<file path="src/rtl/pc_pkg.sv">
// Shared types and helpers for the fetch-stage program counter.
package pc_pkg;

   localparam int XLEN = 32;

   typedef logic [XLEN-1:0] addr_t;

   localparam addr_t       DEFAULT_RESET_VECTOR = 32'h0000_0000;
   localparam int unsigned DEFAULT_INSTR_BYTES  = 4;

   // Sequential fetch address; wraps modulo 2^XLEN.
   function automatic addr_t next_seq_pc(input addr_t cur, input int unsigned bytes);
      return cur + addr_t'(bytes);
   endfunction

endpackage

</file>
<file path="src/rtl/program_counter_if.sv">
// Fetch control bundle: stall/redirect in, fetch address out.
// PC_ALIGN_CHECK_EN adds the misaligned-redirect flag.
interface program_counter_if;
   import pc_pkg::*;

   logic  stall;
   logic  redirect_valid;
   addr_t redirect_pc;
   addr_t pc;
`ifdef PC_ALIGN_CHECK_EN
   logic  misaligned;

   modport master (output stall, output redirect_valid, output redirect_pc,
                   input pc, input misaligned);
   modport slave  (input stall, input redirect_valid, input redirect_pc,
                   output pc, output misaligned);
`else
   modport master (output stall, output redirect_valid, output redirect_pc,
                   input pc);
   modport slave  (input stall, input redirect_valid, input redirect_pc,
                   output pc);
`endif

endinterface

</file>
<file path="src/rtl/program_counter.sv">
// Fetch-stage PC register: redirect > stall > sequential increment.
// PC_ALIGN_CHECK_EN masks unaligned redirect targets and flags them.
module program_counter
   import pc_pkg::*;
#(
   parameter addr_t       RESET_VECTOR = DEFAULT_RESET_VECTOR,
   parameter int unsigned INSTR_BYTES  = DEFAULT_INSTR_BYTES
) (
   input logic              clk,
   input logic              rst,
   program_counter_if.slave bus
);

   addr_t pc_q, pc_d;

`ifdef PC_ALIGN_CHECK_EN
   localparam addr_t LOW_MASK = addr_t'(INSTR_BYTES - 1);
   logic mis_q, mis_d;
`endif

   // An X on stall/redirect_valid falls through both ifs, i.e. treated as 0.
   always_comb begin
      pc_d = next_seq_pc(pc_q, INSTR_BYTES);
`ifdef PC_ALIGN_CHECK_EN
      mis_d = 1'b0;
`endif
      if (bus.redirect_valid == 1'b1) begin
`ifdef PC_ALIGN_CHECK_EN
         pc_d  = bus.redirect_pc & ~LOW_MASK;
         mis_d = |(bus.redirect_pc & LOW_MASK);
`else
         pc_d  = bus.redirect_pc;
`endif
      end else if (bus.stall == 1'b1) begin
         pc_d = pc_q;
      end
   end

   always_ff @(posedge clk or posedge rst) begin
      if (rst) begin
         pc_q  <= RESET_VECTOR;
`ifdef PC_ALIGN_CHECK_EN
         mis_q <= 1'b0;
`endif
      end else begin
         pc_q  <= pc_d;
`ifdef PC_ALIGN_CHECK_EN
         mis_q <= mis_d;
`endif
      end
   end

   assign bus.pc = pc_q;
`ifdef PC_ALIGN_CHECK_EN
   assign bus.misaligned = mis_q;
`endif

endmodule

</file>
<file path="src/flat_wrapper.sv">
// flat-port wrapper written by rule: the top's interface ports become plain ports
module program_counter_flat import pc_pkg::*;
#(
   parameter addr_t       RESET_VECTOR = DEFAULT_RESET_VECTOR,
   parameter int unsigned INSTR_BYTES  = DEFAULT_INSTR_BYTES
)
  (clk, rst, bus_stall, bus_redirect_valid, bus_redirect_pc, bus_pc);
  program_counter_if bus_i ();
  input logic clk;
  input logic rst;
  input wire logic [$bits(bus_i.stall)-1:0] bus_stall;
  input wire logic [$bits(bus_i.redirect_valid)-1:0] bus_redirect_valid;
  input wire logic [$bits(bus_i.redirect_pc)-1:0] bus_redirect_pc;
  output wire logic [$bits(bus_i.pc)-1:0] bus_pc;
  assign bus_i.stall = bus_stall;
  assign bus_i.redirect_valid = bus_redirect_valid;
  assign bus_i.redirect_pc = bus_redirect_pc;
  assign bus_pc = bus_i.pc;
  program_counter #(.RESET_VECTOR(RESET_VECTOR), .INSTR_BYTES(INSTR_BYTES)) u_core (.clk(clk), .rst(rst), .bus(bus_i));
endmodule
</file>
<file path="config.mk">
export PLATFORM = sky130hd
export DESIGN_NAME = program_counter_flat
export DESIGN_NICKNAME = d
export VERILOG_FILES = /design/src/rtl/pc_pkg.sv /design/src/rtl/program_counter_if.sv /design/src/rtl/program_counter.sv /design/src/flat_wrapper.sv
export SDC_FILE = /design/constraint.sdc
export NUM_CORES = 1
export LEC_CHECK = 0
export CORE_UTILIZATION = 44
export DETAILED_ROUTE_END_ITERATION = 7
export GPL_ROUTABILITY_DRIVEN = 0
export PLACE_DENSITY_LB_ADDON = 0.3
export REMOVE_ABC_BUFFERS = 1
export SLEW_MARGIN = 10
export SYNTH_ARGS = -nofsm -noshare
export SYNTH_HDL_FRONTEND = slang
export SYNTH_SLANG_ARGS = --single-unit
</file>
<file path="constraint.sdc">
create_clock -name clk -period 2.6 [get_ports clk]
set_clock_uncertainty 0.05 [all_clocks]
set_input_delay 0.52 -clock clk [delete_from_list [all_inputs] [get_ports clk]]
set_output_delay 0.52 -clock clk [all_outputs]
set_load 0.02 [all_outputs]
</file>
==> metrics.yaml, run 1 <==
status: "finished, final reports clean"
grt_max_degree: 42
track_usage_pct: 22.6
cts_setup_buffers: 0
fin_area_sq_mm: 0.00261
crit_slowest_cell: "or4_1"
clock-sinks: 32
p_per_area_mw_per_mm2: 501
first_global_vias: 1558
dpl.cell_count: 307
cts_max_level: 2
numCtsBuffers: 5
ys_ff_latch: 32
async_flop_share_pct: 100
num-fill-cells: 343
areaGrowthSynthToFinish_pct: 40.9
leakagePower_nw: 1.03
syn_inst: 200
multi_input_area_sq_um: 946
seq_area_frac_synth_pct: 43.2
met1_usage_pct: 31.4
drive_above_1_share_pct: 6.44
final_cells: 314
hp-class: "reg -> reg"
routed-via-count: 1756
hpwl_um: 3210
clk_path_buf_depth: 2
slew_violations: 0
drt_iter0_markers: 112
worstPathRequired_ps: 2780
crit_fanout: 5
cap_violations: 0
synth_cell_types: 39
critPathMaxStageDelay_ps: 510
regArea_sq_um: 801
final_nets: 301
postRouteAntennaNets: 0
cts.clk_slew.worst_paths_ps: 70
utilization_pct: 64.8
ys.flop_type: "dfrtp_1"
ir_drop_uv: 376
num_io_pins: 68
vias_per_cell: 5.59
root_buffer: "clkbuf_8"
drt_first_pass_iters: 4
core_area_sq_mm: 0.00403
cts.repair.resized: 0
drc_errors: 0
hold_buffers: 0
rows: 23
period_share_pct: 80.7
path_delay_family: "simple AND/OR/NAND/NOR gates"
tritoncts: "yes"
wirelength_um: 4460
synth_warnings: 0
fp.dieArea_sq_mm: 0.00447
total_power_mw: 1.31
die_w_um: 66.9
period_needed_ps: 2100
clock_latency_ps: 290
yosysTopAreaCell: "dfrtp_1"
final-hold-violation-count: 0
placed_area_sq_mm: 0.00253
cpMostUsedCell: "nand3_1"
synth_area_leaders: "dfrtp_1, nand2_1, or4_1"
synth.cell_area_sq_mm: 0.00185
portBuffers: 67
grt.busiest_layer: "met2"
endpoint_kind: "register"
fmax_mhz: 477
yosys.area.top_type_share_pct: 43.2
cp.arrival_ps: 2270
gr-usage-met2_pct: 34.2
synth_edf_count: 0
overflow: 0
use_met3_pct: 4.28
yosysMostFrequentCell: "dfrtp_1"
crit_type: "in -> reg"
rsz0062_at_grt: "false"
tns_ps: 0
setup_viol: 0
largest_reg_flops: 32
worstMarginPinSlew_ps: 458
die_h_um: 66.9
ys_top_cells_by_count: "dfrtp_1, nand2_1, o21ai_0"
critPathBufInv: 2
antenna_found_initial: 0
grt_first_pass_wirelength_um: 7480
start_kind: "input pin"
start_util_pct: 46.0
slew_headroom_pct: 69.3
synth_area_per_cell_sq_um: 9.26
diodes: 0
crit_chain: "clkdlybuf4s50_1 > and3b_1 > buf_4 > nand3_1 > or4_1 > nand3_1"
wl_per_cell_um: 14.2
==> final cells by class <==
cell class	instances	area share (%)
Multi-Input combinational cell	149	36.2
Sequential cell	32	30.7
Timing Repair Buffer	72	27.1
Clock buffer	6	2.78
Tap cell	50	2.40
Inverter	4	0.575
Clock inverter	1	0.192
==> layout by cell type (no fill, tap or decap), types with 2 or more instances in the layout <==
master and count:
o31ai_1 9, o21ai_0 15, clkdlybuf4s50_1 67, and3_1 3, dfrtp_1 32, mux2_2 2, xor2_1 9, o211ai_1 3
inv_1 3, nand2_1 25, nand4_1 8, nand3_1 12, clkbuf_8 5, a211o_1 2, nor2_1 12, and4_1 7
a31oi_1 11, buf_4 5, xnor2_1 3, or4_1 11
==> power by group <==
part / internal, mW / total [mW] / switching, mW
logic: 0.180 / 0.339 / 0.159
clock network: 0.182 / 0.360 / 0.179
registers: 0.545 / 0.608 / 0.0622
total: 0.907 / 1.31 / 0.400
==> routing by layer <==
metal / share of wire (%) / wire length (um)
met2: 45 / 2030
met3: 5.3 / 237
met4: 1.5 / 66
met5: 0 / 0
met1: 48 / 2130
==> worst reg2reg max path: stages, from the launching register on <==
cell	delay [ps]
dfrtp_1	430
and4_1	410
nand4_2	330
or4_1	550
a31oi_1	170
==> kinds of logic after synthesis <==
| family | after synthesis | synth area share [%] |
|---|---|---|
| AO/OA/AOI/OAI | 44 | 15.4 |
| flip-flops | 32 | 43.2 |
| AND/OR/NAND/NOR | 89 | 27.6 |
| adder cells (fa/ha/maj) | 1 | 0.676 |
| buffers and inverters | 19 | 5.68 |
| multiplexers | 3 | 1.76 |
| XOR/XNOR | 12 | 5.68 |
==> worst paths after layout <==
check / start / end / slack, ps / depth (start not counted)
worst max-delay path: bus_stall / u_core.bus.pc[16]$_DFFE_PP0N_ / 500 / 6
worst min-delay path: u_core.bus.pc[0]$_DFFE_PP0P_ / u_core.bus.pc[0]$_DFFE_PP0P_ / 460 / 1
worst max register to register: u_core.bus.pc[10]$_DFFE_PP0N_ / u_core.bus.pc[25]$_DFFE_PP0N_ / 580 / 4
worst min register to register: u_core.bus.pc[0]$_DFFE_PP0P_ / u_core.bus.pc[0]$_DFFE_PP0P_ / 460 / 1
max in group asynchronous: rst / u_core.bus.pc[10]$_DFFE_PP0N_ / 1630 / 3
min in group asynchronous: rst / u_core.bus.pc[16]$_DFFE_PP0N_ / 580 / 3
==> through the flow <==
step           setup slack, ps  hold slack [ps]
3_5_place_dp               206              450
2_1_floorplan              694              577
5_1_grt                    384              486
3_3_place_gp               256              442
4_1_cts                    499              465
6_report                   501              461
Power figures use the tool's default switching activity.
==> inputs of run 2 (changes only) <==
clock period = 2.1 ns   (was 2.6 ns; I/O delays follow)
==> metrics.yaml, run 2 (synthesis gave the netlist of run 1 again) <==
drt_iter0_markers: 168  # +50%
die_h_um: 66.9  # unchanged
r2r_cells: 4  # unchanged
track_usage_pct: 22.7  # +0.13 points
vias_per_cell: 5.66  # +1.2%
setup_viol: 0  # unchanged
start_kind: "register"
crit_fanout: 5  # unchanged
overflow: 0  # unchanged
worstPathRequired_ps: 1630  # -1150 ps
status: "finished, final reports clean"
crit_path_end: "bus_pc[9]"
final_cell_mix: "clkdlybuf4s50_1, dfrtp_1, nand2_1"
wl_per_cell_um: 14.3  # +0.56%
worstMarginPinSlew_ps: 408  # -49.9 ps
clock-sinks: 32  # unchanged
p_int_mw: 1.13  # +25%
drive_above_1_share_pct: 10.2  # +3.7 points
power_frac_seq_pct: 45.9  # -0.6 points
rows: 23  # unchanged
largest_reg_flops: 32  # unchanged
leakagePower_nw: 1.09  # +5.1%
core_area_sq_mm: 0.00403  # unchanged
ir_drop_uv: 458  # +22%
cts_setup_buffers: 0  # unchanged
regToRegEndpoint: "u_core.bus.pc[23]$_DFFE_PP0N_"
slew_violations: 0  # unchanged
crit_type: "reg -> out"
grt_max_degree: 33  # -21%
drc_errors: 0  # unchanged
hp-class: "reg -> reg"
cts.clk_slew.worst_paths_ps: 70  # about the same
start_util_pct: 46.0  # unchanged
post-place-ws_ps: -78.4  # -284 ps
cap_violations: 0  # unchanged
p_per_area_mw_per_mm2: 603  # +20%
drt_first_pass_iters: 4  # unchanged
final-hold-violation-count: 0  # unchanged
first_global_vias: 1715  # +10%
sw_frac_of_total_pct: 30.1  # -0.50 points
cts.repair.resized: 0  # unchanged
clockPowerShare_pct: 26.7  # -0.9 points
ff2ff_setup_slack_ps: 170  # -410 ps
hold_buffers: 0  # unchanged
p_switching_mw: 0.489  # +22%
postRouteAntennaNets: 0  # unchanged
num_io_pins: 68  # unchanged
rr_startpoint: "u_core.bus.pc[18]$_DFFE_PP0N_"
period_share_pct: 92.9
comb_power_share_pct: 27.4  # +1.5 points
tns_ps: 0  # unchanged
layout_commonest_cell: "clkdlybuf4s50_1"
die_w_um: 66.9  # unchanged
endpoint_kind: "output pin"
antenna_found_initial: 0  # unchanged
fmax_mhz: 512
portBuffers: 67  # unchanged
numCtsBuffers: 5  # unchanged
cts_max_level: 2  # unchanged
routed-via-count: 1839  # +4.7%
diodes: 0  # unchanged
cp.arrival_ps: 1480  # -790 ps
worstSetupStartpoint: "u_core.bus.pc[9]$_DFFE_PP0N_"
root_buffer: "clkbuf_8"
period_needed_ps: 1950
fp.dieArea_sq_mm: 0.00447  # unchanged
clock_latency_ps: 270  # -20 ps
clk_path_buf_depth: 2  # unchanged
rsz0062_at_grt: "false"
final_nets: 312  # +3.7%
tritoncts: "yes"
grt_first_pass_wirelength_um: 7640  # +2.1%
hpwl_um: 3400  # +5.9%
slew_headroom_pct: 72.8  # +3.5 points
wirelength_um: 4640  # +4.1%
fin_ws_ps: 149  # -353 ps
areaGrowthSynthToFinish_pct: 45.4
-- run 2: cell types whose count changed in the layout (fill, tap and decap cells not counted), sizes merged --
| cell | change |
|---|---|
| buf | +11 |
-- run 2: worst min path at each step --
| stage | start | endpoint | slack [ps] | cells past startpoint |
|---|---|---|---|---|
| after floorplan | bus_redirect_valid | u_core.bus.pc[17]$_DFFE_PP0N_ | 480 | 1 |
| after global placement | u_core.bus.pc[1]$_DFFE_PP0P_ | u_core.bus.pc[1]$_DFFE_PP0P_ | 450 | 1 |
| after detailed placement | u_core.bus.pc[0]$_DFFE_PP0P_ | u_core.bus.pc[0]$_DFFE_PP0P_ | 450 | 1 |
| after CTS | u_core.bus.pc[0]$_DFFE_PP0P_ | u_core.bus.pc[0]$_DFFE_PP0P_ | 470 | 1 |
| after global routing | u_core.bus.pc[0]$_DFFE_PP0P_ | u_core.bus.pc[0]$_DFFE_PP0P_ | 480 | 1 |
| final | u_core.bus.pc[0]$_DFFE_PP0P_ | u_core.bus.pc[0]$_DFFE_PP0P_ | 470 | 1 |
-- run 2: power groups by stage --
stage                     logic (mW)  clock network, mW  registers [mW]
final                          0.445              0.434           0.745
after global routing           0.482              0.473           0.753
after CTS                      0.448              0.441           0.743
after detailed placement       0.446                  0           0.754
after global placement         0.440                  0           0.751
after floorplan                0.120                  0           0.819
-- run 2: area by class of cell --
type | count | area, sq um
repair buffers | 83 | 791
well taps | 50 | 62.6
clock buffers | 6 | 72.6
fillers | 326 | 1340
inverters | 4 | 15.0
multi-input cells | 149 | 946
clock inverters | 1 | 5.00
flip-flops and latches | 32 | 801
-- run 2: metal layers --
layer | wire length (um) | up-vias | part of all wire (%) | global-route usage [%]
li1 | - | 897 | - | -
met5 | 0 | - | 0 | 0
met2 | 2140 | 74 | 46 | 35.5
met4 | 28 | 0 | 0.60 | 7.18
met3 | 324 | 8 | 7.0 | 5.14
met1 | 2140 | 860 | 46 | 30.9
-- run 2: critical path, cell delays in order, from the launching register on --
cell             delay, ps
dfrtp_1                420
buf_4                  180
clkdlybuf4s50_1        600
-- run 2: per-stage QoR --
step | util [%] | std cells | total power [mW] | hold slack, ps | cell area, sq um
after global routing | 66.8 | 325 | 1.71 | 483 | 2690
after floorplan | - | 185 | 0.939 | 477 | 1760
after global placement | 64.9 | 318 | 1.19 | 446 | 2620
after detailed placement | 64.9 | 318 | 1.20 | 454 | 2620
final | 66.8 | 325 | 1.62 | 468 | 2690
after CTS | 66.8 | 325 | 1.63 | 472 | 2690
